`config.mk`:
```
export PLATFORM = sky130hd
export DESIGN_NAME = tmds_src_sched
export DESIGN_NICKNAME = d
export VERILOG_FILES = /design/src/rtl/tmds_src_sched_pkg.sv /design/src/rtl/tmds_src_sched_tpg_colorbar.sv /design/src/rtl/tmds_src_sched.sv
export SDC_FILE = /design/constraint.sdc
export NUM_CORES = 1
export LEC_CHECK = 0
export CAP_MARGIN = 20
export CELL_PAD_IN_SITES_DETAIL_PLACEMENT = 1
export CELL_PAD_IN_SITES_GLOBAL_PLACEMENT = 1
export CORE_MARGIN = 4
export CORE_UTILIZATION = 37
export CTS_CLUSTER_SIZE = 24
export DETAILED_ROUTE_END_ITERATION = 6
export PLACE_DENSITY_LB_ADDON = 0.25
export SKIP_LAST_GASP = 1
export SLEW_MARGIN = 20
export SYNTH_ARGS = -nofsm -noshare
export SYNTH_HDL_FRONTEND = slang
export SYNTH_SLANG_ARGS = --single-unit
```
`constraint.sdc`:
```
create_clock -name CLK -period 2.12 [get_ports CLK]
set_input_delay 0.318 -clock CLK [delete_from_list [all_inputs] [get_ports CLK]]
set_output_delay 0.318 -clock CLK [all_outputs]
set_load 0.005 [all_outputs]
```
`src/rtl/tmds_src_sched_pkg.sv`:
```
`default_nettype none
// ============================================================================
//  Module   : tmds_src_pkg
//  Purpose  : Shared constants for the TMDS source scheduler: FSM state
//             codes, source selector codes and the eight colour-bar values
//             with a lookup helper.
//  Revision : 1.0 - initial release
// ============================================================================
package tmds_src_pkg;

   // FSM state codes (also exported on state_o for debug)
   localparam logic [2:0] ST_WAIT_SYNC = 3'd0;
   localparam logic [2:0] ST_SHOW_VID  = 3'd1;
   localparam logic [2:0] ST_SHOW_TPG  = 3'd2;
   localparam logic [2:0] ST_MUTE      = 3'd3;
   localparam logic [2:0] ST_NO_SIGNAL = 3'd4;

   // Source selector codes
   localparam logic SRC_VID = 1'b0;
   localparam logic SRC_TPG = 1'b1;

   // Colour bars, left to right, packed R[23:16] G[15:8] B[7:0]
   localparam logic [23:0] BAR_WHITE   = 24'hFF_FF_FF;
   localparam logic [23:0] BAR_YELLOW  = 24'hFF_FF_00;
   localparam logic [23:0] BAR_CYAN    = 24'h00_FF_FF;
   localparam logic [23:0] BAR_GREEN   = 24'h00_FF_00;
   localparam logic [23:0] BAR_MAGENTA = 24'hFF_00_FF;
   localparam logic [23:0] BAR_RED     = 24'hFF_00_00;
   localparam logic [23:0] BAR_BLUE    = 24'h00_00_FF;
   localparam logic [23:0] BAR_BLACK   = 24'h00_00_00;

   function automatic logic [23:0] bar_colour(input logic [2:0] bar);
      logic [23:0] c;
      case (bar)
         3'd0:    c = BAR_WHITE;
         3'd1:    c = BAR_YELLOW;
         3'd2:    c = BAR_CYAN;
         3'd3:    c = BAR_GREEN;
         3'd4:    c = BAR_MAGENTA;
         3'd5:    c = BAR_RED;
         3'd6:    c = BAR_BLUE;
         default: c = BAR_BLACK;
      endcase
      return c;
   endfunction

endpackage
`default_nettype wire

```
`src/rtl/tmds_src_sched_tpg_colorbar.sv`:
```
`default_nettype none
// ============================================================================
//  Module   : tpg_colorbar
//  Purpose  : Eight-bar colour test pattern locked to the incoming DE.
//             Tracks the pixel index within the active line and returns the
//             colour of the bar that pixel falls in, combinationally, for the
//             same cycle.
//  Ports    : CLK    - pixel clock
//             RSTn   - asynchronous active-low reset
//             de     - data enable of the stream the pattern is locked to
//             colour - 24-bit bar colour for the current pixel
//  Revision : 1.0 - initial release
// ============================================================================
module tpg_colorbar
   import tmds_src_pkg::*;
#(
   parameter int H_ACTIVE = 1280
) (
   input  logic        CLK,
   input  logic        RSTn,
   input  logic        de,
   output logic [23:0] colour
);

   localparam int PW    = (H_ACTIVE > 2) ? $clog2(H_ACTIVE) : 1;
   localparam int BAR_W = (H_ACTIVE >= 8) ? (H_ACTIVE / 8) : 1;

   logic          de_prev_q, de_prev_d;
   logic [PW-1:0] pix_q, pix_d;
   logic [PW-1:0] w_idx;
   logic [PW-1:0] w_div;
   logic [2:0]    w_bar;

   always_comb begin
      // The first DE cycle of a line is pixel 0 regardless of the counter.
      w_idx     = (de && !de_prev_q) ? '0 : pix_q;
      de_prev_d = de;
      pix_d     = pix_q;
      if (de) begin
         // Saturate on the last active pixel so over-long lines stay black.
         pix_d = (w_idx == PW'(H_ACTIVE - 1)) ? w_idx : (w_idx + 1'b1);
      end
      // Any remainder of H_ACTIVE/8 falls into the last (black) bar.
      w_div  = w_idx / PW'(BAR_W);
      w_bar  = (w_div > PW'(7)) ? 3'd7 : w_div[2:0];
      colour = bar_colour(w_bar);
   end

   always_ff @(posedge CLK or negedge RSTn) begin
      if (!RSTn) begin
         de_prev_q <= 1'b0;
         pix_q     <= '0;
      end else begin
         de_prev_q <= de_prev_d;
         pix_q     <= pix_d;
      end
   end

endmodule
`default_nettype wire

```
`src/rtl/tmds_src_sched.sv`:
```
`default_nettype none
// ============================================================================
//  Module   : tmds_src_sched
//  Purpose  : Frame-synchronous source scheduler in front of the TMDS
//             encoders. Chooses live video or an internal colour-bar pattern
//             per frame, inserts black mute frames on every source change,
//             forces the pattern on video underflow and blanks when vsync
//             disappears. All outputs are registered, one cycle of latency.
//  Ports    : CLK, RSTn        - pixel clock, async active-low reset
//             in_data/de/hs/vs - video stream from the video output block
//             in_underflow     - underflow flag of the video output block
//             sel_tpg          - asynchronous test-pattern request
//             out_data/de/hs/vs- stream to the encoders (VDE, CD[0], CD[1])
//             active_src       - 0 video, 1 pattern (target while muted)
//             state_o          - FSM state code for debug display
//  Revision : 1.0 - initial release
// ============================================================================
module tmds_src_sched
   import tmds_src_pkg::*;
#(
   parameter int   H_ACTIVE       = 1280,
   parameter int   MUTE_FRAMES    = 2,
   parameter int   VS_TIMEOUT     = 2500000,
   parameter logic VS_POL         = 1'b1,
   parameter int   UF_HOLD_FRAMES = 4
) (
   input  logic        CLK,
   input  logic        RSTn,
   input  logic [23:0] in_data,
   input  logic        in_de,
   input  logic        in_hs,
   input  logic        in_vs,
   input  logic        in_underflow,
   input  logic        sel_tpg,
   output logic [23:0] out_data,
   output logic        out_de,
   output logic        out_hs,
   output logic        out_vs,
   output logic        active_src,
   output logic [2:0]  state_o
);

   localparam int TW = $clog2(VS_TIMEOUT + 1);
   localparam int MW = (MUTE_FRAMES > 0) ? $clog2(MUTE_FRAMES + 1) : 1;
   localparam int CW = (UF_HOLD_FRAMES > 0) ? $clog2(UF_HOLD_FRAMES + 1) : 1;

   logic          sel_meta_q, sel_meta_d;
   logic          sel_s_q, sel_s_d;
   logic          vs_prev_q, vs_prev_d;
   logic          uf_flag_q, uf_flag_d;
   logic [2:0]    state_q, state_d;
   logic          target_q, target_d;
   logic          forced_q, forced_d;
   logic [MW-1:0] mute_cnt_q, mute_cnt_d;
   logic [CW-1:0] clean_cnt_q, clean_cnt_d;
   logic [TW-1:0] to_cnt_q, to_cnt_d;
   logic [23:0]   data_q, data_d;
   logic          de_q, hs_q, vs_q;
   logic          src_q, src_d;

   logic          w_fs;
   logic          w_timeout;
   logic [MW-1:0] w_mute_inc;
   logic [CW-1:0] w_clean_next;
   logic          w_want_tpg;
   logic [23:0]   w_colour;

   tpg_colorbar #(
      .H_ACTIVE (H_ACTIVE)
   ) u_tpg (
      .CLK    (CLK),
      .RSTn   (RSTn),
      .de     (in_de),
      .colour (w_colour)
   );

   always_comb begin
      sel_meta_d = sel_tpg;
      sel_s_d    = sel_meta_q;
      vs_prev_d  = in_vs;

      // Frame start: leading edge of vsync towards its active level.
      w_fs = (in_vs == VS_POL) && (vs_prev_q != VS_POL);

      // Underflow on the frame-start cycle already belongs to the new frame.
      uf_flag_d = w_fs ? in_underflow : (uf_flag_q | in_underflow);

      to_cnt_d  = w_fs ? '0
                : ((to_cnt_q == TW'(VS_TIMEOUT - 1)) ? to_cnt_q : (to_cnt_q + 1'b1));
      w_timeout = !w_fs && (to_cnt_q == TW'(VS_TIMEOUT - 1));

      w_mute_inc   = mute_cnt_q + 1'b1;
      w_clean_next = uf_flag_q ? '0
                   : ((clean_cnt_q == CW'(UF_HOLD_FRAMES)) ? clean_cnt_q : (clean_cnt_q + 1'b1));
      // A forced switch keeps the pattern regardless of the request.
      w_want_tpg   = forced_q | sel_s_q;

      state_d     = state_q;
      target_d    = target_q;
      forced_d    = forced_q;
      mute_cnt_d  = mute_cnt_q;
      clean_cnt_d = clean_cnt_q;

      case (state_q)
         ST_WAIT_SYNC, ST_NO_SIGNAL: begin
            if (w_fs) begin
               state_d     = sel_s_q ? ST_SHOW_TPG : ST_SHOW_VID;
               target_d    = sel_s_q ? SRC_TPG : SRC_VID;
               forced_d    = 1'b0;
               mute_cnt_d  = '0;
               clean_cnt_d = '0;
            end
         end
         ST_SHOW_VID: begin
            if (w_fs && (sel_s_q || uf_flag_q)) begin
               target_d    = SRC_TPG;
               forced_d    = uf_flag_q;
               clean_cnt_d = '0;
               state_d     = (MUTE_FRAMES == 0) ? ST_SHOW_TPG : ST_MUTE;
            end
         end
         ST_SHOW_TPG: begin
            if (w_fs) begin
               clean_cnt_d = w_clean_next;
               if (!sel_s_q && (!forced_q || (w_clean_next >= CW'(UF_HOLD_FRAMES)))) begin
                  target_d = SRC_VID;
                  forced_d = 1'b0;
                  state_d  = (MUTE_FRAMES == 0) ? ST_SHOW_VID : ST_MUTE;
               end
            end
         end
         ST_MUTE: begin
            if (w_fs) begin
               if (w_mute_inc >= MW'(MUTE_FRAMES)) begin
                  // Target is re-evaluated here, so a request withdrawn during
                  // the mute returns to the old source without another mute.
                  mute_cnt_d = '0;
                  target_d   = w_want_tpg ? SRC_TPG : SRC_VID;
                  state_d    = w_want_tpg ? ST_SHOW_TPG : ST_SHOW_VID;
                  if (!w_want_tpg) begin
                     forced_d = 1'b0;
                  end
               end else begin
                  mute_cnt_d = w_mute_inc;
               end
            end
         end
         default: begin
            state_d = ST_WAIT_SYNC;
         end
      endcase

      // Loss of vsync acts immediately, mid-frame.
      if (w_timeout && (state_q != ST_WAIT_SYNC) && (state_q != ST_NO_SIGNAL)) begin
         state_d    = ST_NO_SIGNAL;
         mute_cnt_d = '0;
      end

      // Outputs follow the next state so data, source and state_o switch on
      // the same clock edge.
      case (state_d)
         ST_SHOW_TPG: src_d = SRC_TPG;
         ST_MUTE:     src_d = target_d;
         default:     src_d = SRC_VID;
      endcase

      data_d = '0;
      if (in_de) begin
         if (state_d == ST_SHOW_VID) begin
            data_d = in_data;
         end else if (state_d == ST_SHOW_TPG) begin
            data_d = w_colour;
         end
      end
   end

   always_ff @(posedge CLK or negedge RSTn) begin
      if (!RSTn) begin
         sel_meta_q  <= 1'b0;
         sel_s_q     <= 1'b0;
         vs_prev_q   <= 1'b0;
         uf_flag_q   <= 1'b0;
         state_q     <= ST_WAIT_SYNC;
         target_q    <= SRC_VID;
         forced_q    <= 1'b0;
         mute_cnt_q  <= '0;
         clean_cnt_q <= '0;
         to_cnt_q    <= '0;
         data_q      <= '0;
         de_q        <= 1'b0;
         hs_q        <= 1'b0;
         vs_q        <= 1'b0;
         src_q       <= 1'b0;
      end else begin
         sel_meta_q  <= sel_meta_d;
         sel_s_q     <= sel_s_d;
         vs_prev_q   <= vs_prev_d;
         uf_flag_q   <= uf_flag_d;
         state_q     <= state_d;
         target_q    <= target_d;
         forced_q    <= forced_d;
         mute_cnt_q  <= mute_cnt_d;
         clean_cnt_q <= clean_cnt_d;
         to_cnt_q    <= to_cnt_d;
         data_q      <= data_d;
         de_q        <= in_de;
         hs_q        <= in_hs;
         vs_q        <= in_vs;
         src_q       <= src_d;
      end
   end

   assign out_data   = data_q;
   assign out_de     = de_q;
   assign out_hs     = hs_q;
   assign out_vs     = vs_q;
   assign active_src = src_q;
   assign state_o    = state_q;

endmodule
`default_nettype wire

```
# After elaboration in Yosys (flattened, before gate mapping)
# Cells that the tools add are included.
# classes
div_mod_pow,1
add_sub_neg,4
n_reduce_logical,23
n_eq_ne,27
magnitude_cmp,3
n_mux,49
bitwise,3
# op_table
operator,n
24-bit one-hot mux with 7 select lines,1
24-bit two-way mux,3
22-bit two-way mux,2
3-bit two-way mux,13
"22-bit by 1-bit adder with 22-bit output, second input constant",1
"22-bit equality test, second input constant",1
11-bit two-way mux,2
"3-bit by 2-bit equality test with 1-bit output, second input constant",6
1-bit two-way mux,16
"2-bit != test, second input constant",8
"3-bit equality test, second input constant",5
2-bit two-way mux,6
3-bit one-hot mux with 4 select lines,1
"11-bit by 1-bit adder with 11-bit output, second input constant",1
"11-bit by 8-bit divider with 11-bit output, second input constant",1
"11-bit equality test, second input constant",1
"11-bit by 3-bit greater-than comparator with 1-bit output, second input constant",1
"3-bit by 1-bit equality test with 1-bit output, second input constant",3
"3-bit != test, second input constant",3
3-bit one-hot mux with 3 select lines,1
3-bit nonzero test,3
1-bit one-hot mux with 4 select lines,2
8-bit AND reduction,1
1-bit logical AND,7
15 further kinds,21
# totals
wordCells,125
reg_bits,74

# Depth between registers and ports, before layout
# logic_depth
ltp_word,14
depth_mapped,11
ltp_nobuf,10

# Hierarchy
# A second synthesis with hierarchy kept.
# unflattened
cells_unflattened,385
area_unflattened_um2,3963.8
# by_module_without_submodules
module,seq_area_each_um2,instances,cells_each,area_each_um2
tmds_src_sched,1576.5,1,274,2992.9
tpg_colorbar,300.3,1,111,970.9

# Least setup slack after synthesis
# Ideal clock, no wire load.
# synth_path
path_type,register to register
start,reg u_tpg.de_prev_q
end,reg u_tpg.pix_q[5]
stages_incl_launch_ff,12
synth_period_minus_slack_ns,2.140
setup_slack_ns,-0.020
arrival_time_ns,2.006
n_path_buf,1
required_time_ns,1.986
cell_sequence,dfrtp_1 -> buf_2 -> nand2b_1 -> nand2_1 -> inv_1 -> ha_1 -> nand2_1 -> nor4_2 -> a21boi_2 -> nand4_1 -> xor2_1 -> nor2_1
# synth_between
elab_chain_len,5
# synth_lines
element,line_no,text
"start, declared",tmds_src_sched_tpg_colorbar.sv:28,"logic de_prev_q, de_prev_d;"
"start signal, assigned",tmds_src_sched_tpg_colorbar.sv:54,de_prev_q <= de_prev_d;
1-bit zero test (*),tmds_src_sched_tpg_colorbar.sv:36,w_idx = (de && !de_prev_q) ? '0 : pix_q;
1-bit logical AND (*),tmds_src_sched_tpg_colorbar.sv:36,
11-bit two-way mux (*),tmds_src_sched_tpg_colorbar.sv:36,
11-bit by 1-bit adder with 11-bit output / 11-bit equality test (equally long branches),tmds_src_sched_tpg_colorbar.sv:41,pix_d = (w_idx == PW'(H_ACTIVE - 1)) ? w_idx : (w_idx + 1'b1);
11-bit two-way mux (*),tmds_src_sched_tpg_colorbar.sv:41,
"end signal, assigned",tmds_src_sched_tpg_colorbar.sv:55,pix_q <= pix_d;
"end, declared",tmds_src_sched_tpg_colorbar.sv:29,"logic [PW-1:0] pix_q, pix_d;"
# Every way passes the cells marked *; elsewhere a longest branch is shown, timed or not.
# A chain may end at the register's enable or synchronous reset.

# Final worst setup path
# layout_path
start,reg clean_cnt_q[0]
end,reg data_q[17] (netlist: out_data[17])
# layout_between
elab_chain_len,14
# layout_lines
element,line_no,text
"start, declared",tmds_src_sched.sv:55,"logic [CW-1:0] clean_cnt_q, clean_cnt_d;"
"start signal, assigned",tmds_src_sched.sv:203,clean_cnt_q <= clean_cnt_d;
3-bit by 1-bit adder with 3-bit output / 3-bit equality test (equally long branches),tmds_src_sched.sv:94,: ((clean_cnt_q == CW'(UF_HOLD_FRAMES)) ? clean_cnt_q : (clean_cnt_q + 1'b1));
3-bit two-way mux (*),tmds_src_sched.sv:94,
3-bit two-way mux (*),tmds_src_sched.sv:93,w_clean_next = uf_flag_q ? '0
3-bit >= comparator (*),tmds_src_sched.sv:125,if (!sel_s_q && (!forced_q || (w_clean_next >= CW'(UF_HOLD_FRAMES)))) begin
1-bit logical OR (*),tmds_src_sched.sv:125,
1-bit logical AND (*),tmds_src_sched.sv:125,
3-bit two-way mux (*),tmds_src_sched.sv:125,
3-bit two-way mux (*),tmds_src_sched.sv:123,if (w_fs) begin
3-bit one-hot mux with 4 select lines (*),tmds_src_sched.sv:104,case (state_q)
3-bit two-way mux (*),tmds_src_sched.sv:154,if (w_timeout && (state_q != ST_WAIT_SYNC) && (state_q != ST_NO_SIGNAL)) begin
3-bit by 2-bit equality test with 1-bit output,tmds_src_sched.sv:171,end else if (state_d == ST_SHOW_TPG) begin
24-bit two-way mux,tmds_src_sched.sv:171,
24-bit two-way mux (*),tmds_src_sched.sv:169,if (state_d == ST_SHOW_VID) begin
24-bit two-way mux (*),tmds_src_sched.sv:168,if (in_de) begin
named net data_d[17],tmds_src_sched.sv:57,"logic [23:0] data_q, data_d;"
"end signal, assigned",tmds_src_sched.sv:205,data_q <= data_d;
"end, declared",tmds_src_sched.sv:57,
# Mark *: on every way through the listed nets, which the timed path passes. The rest lies on a longest branch.

==> results.toml <==
[power]
ir_worst_vdd_mv = 0.435
p_leak_nw = 2.26
power_density_mw_per_mm2 = 911
power.total_mw = 4.73

[critical_path]
cp_max_fo = 16
path_class = "flop to flop"
cp-startpoint = "clean_cnt_q[0]"
end_kind = "flop"
cp_data_required_time_ns = 2.39
critPathLaunchType = "flop"
max_stage_delay_ns = 0.42
worstPathArrival_ns = 2.41
path_cells = "inv_2 > ha_4 > and3b_2 > o311ai_2 > a22o_2 > buf_4 > and3_4 > buf_12 > nand2_1 > a21boi_2"
slowest_stage = "dfrtp_1"
worstReg2RegStart = "clean_cnt_q[0]"

[timing]
final_max_slew_viol_count = 0
setup_ws_ns = -0.0187
hold_viol = 0
fin_skew_ns = 0.00655
hold_ws_ns = 0.369
fin_setup_tns_ns = -0.0187
rsz0062_at_grt = "true"
fin_crit_sh = 1.01
fin_crit_ns = 2.14
setup_viol_count_final = 1
max_freq_ghz = 0.468
relSlewSlack = 0.683
worst_pin_slew_ns = 0.471

[final_layout]
layout.nets = 531
seq_area_mm2 = 0.00185
fill_cells = 1119
antennaDiodeCount = 0
drive_above_1_share = 0.199
final_area_mm2 = 0.00519
stdcell_count = 631
most-common-layout-cells = "dfrtp_1, clkdlybuf4s50_1, buf_4"
final_util = 0.528
areaGrowthSynthToFinish_pct = 38.6
multiInputGateArea_mm2 = 0.00187
layout_commonest_cell = "dfrtp_1"

[worst_hold_path]
min_path_type = "flop to flop"
min_from = "sel_meta_q"

[synth]
yosysWarningCount = 0
yosysSeqAreaShare = 0.495
async_reset_ff_frac = 1.00
syn_inst = 387
synth_edf_count = 0
ys_seq_elements = 74
syn_nets = 424
synth_area_mm2 = 0.00374
synth.avg_cell_area_um2 = 9.67
ys_types = 57
synthFlopType = "dfrtp_1"

[grt]
grt_max_degree = 51
overflow = 0
grt_pass1_vias = 3511
grt_first_pass_wirelength_um = 17600
track_usage = 0.192
antenna_found_initial = 0

[floorplanning]
start_util = 0.381
core-area_mm2 = 0.00982
die_h_um = 109
die_w_um = 109
pin_count = 62
rows = 36
die_area_mm2 = 0.0118

[status]
status = "complete, but fails checks"
failed_checks = "setup timing"

[placement]
dp.cells = 608
placedInstanceArea_mm2 = 0.00481
dp_slack_ns = -0.352
hpwl_um = 7570
io_buffers = 61
place.gp.congestion = 0.857

[detailed_routing]
drtIter0Drc = 76
routed_wl_um = 10700
wire_per_inst_um = 17.0
dr.pass1.iters = 4
ant_nets = 0
drcViolationCount = 0
vias_per_cell = 5.21
via_count = 3288

[clocking]
clk_path_buf_depth = 2
cts_buffers = 9
clock_latency_ns = 0.36
root_buffer = "clkbuf_8"
cts_tree = "built"
cts_sinks = 74
clk_pin_slew_ns = 0.08
cts.htree.levels = 3

[run]
maxCapViolCount = 0
## path summary, 6_finish.rpt
kind                       slack [ns]      endpoint  cells past startpoint
min                              0.37       sel_s_q                      0
min in group asynchronous        0.42  to_cnt_q[19]                      2
min reg2reg                      0.37       sel_s_q                      0
max                             -0.02  out_data[17]                     10
max in group asynchronous        1.11  out_data[11]                      3
max reg2reg                     -0.02  out_data[17]                     10
## cells by family after synthesis
group                      count (synthesis)  synth area share
xor gates and xnor gates                  25            0.0585
muxes                                      2           0.00568
DFF                                       74             0.495
and+or+nand+nor                          155             0.211
buffers and inverters                     31            0.0351
adders and majority gates                  6            0.0201
AOI/OAI and AO/OA                         94             0.175
## routing by layer
metal	vias up	track usage	routed length [um]
met5	-	0	0
met4	0	0.0541	112
met3	9	0.0400	291
met2	37	0.336	5650
met1	1667	0.239	4680
li1	1575	-	-
## flip-flops by register name, indices dropped and copies added, names as in the netlist, 2 cells and up
signal,count
to_cnt_q,22
out_data,24
u_tpg.pix_q,11
clean_cnt_q,3
mute_cnt_q,2
state_o,3
## what timing repair did
| action | in CTS | in global routing |
|---|---|---|
| hold buffers | 1 | 0 |
| hold endpoints to repair | 24 | 0 |
| pin swaps | 7 | 12 |
| gates resized for setup | 22 | 14 |
| setup buffers | 4 | 3 |
| endpoints found under the setup margin | 24 | 30 |
## worst max-delay path, delay by kind of cell (launching register included)
kind	cells	cell delay, ns
AO/OA/AOI/OAI	3	0.63
adder cells (fa/ha/maj)	1	0.13
flip-flops	1	0.42
buffers and inverters	3	0.36
AND/OR/NAND/NOR	3	0.51
## power by group
part	switching, mW	internal [mW]
registers	0.178	1.70
clock network	0.550	0.650
logic	0.757	0.896
## synth_stat cells (3+ instances only)
cell type	number	share of area
ha_1	6	0.020
a21o_1	3	0.0060
and4_1	3	0.0070
o311ai_0	3	0.0070
inv_1	13	0.013
a211oi_1	3	0.0060
nor2_1	37	0.037
buf_2	3	0.0040
clkbuf_1	11	0.011
a21boi_1	11	0.022
a21oi_1	15	0.020
o21ai_0	16	0.021
nand2_1	47	0.047
a31oi_1	5	0.0084
and3_1	7	0.012
nand3_1	14	0.019
nand2b_1	6	0.010
and2_1	4	0.0067
dfrtp_1	74	0.49
xnor2_1	10	0.023
xor2_1	15	0.035
nor2b_1	5	0.0084
nor3_1	7	0.0094
nand4_1	10	0.017
a21boi_0	7	0.014
o21a_1	9	0.018
## final cells by class
cell class	count	share of cell area
Multi-Input combinational cell	282	0.361
Clock buffer	9	0.0239
Tap cell	133	0.0321
Clock inverter	6	0.0159
Timing Repair Buffer	114	0.201
Inverter	13	0.00940
Sequential cell	74	0.357
Note: power is estimated with default switching activity, not from simulation.
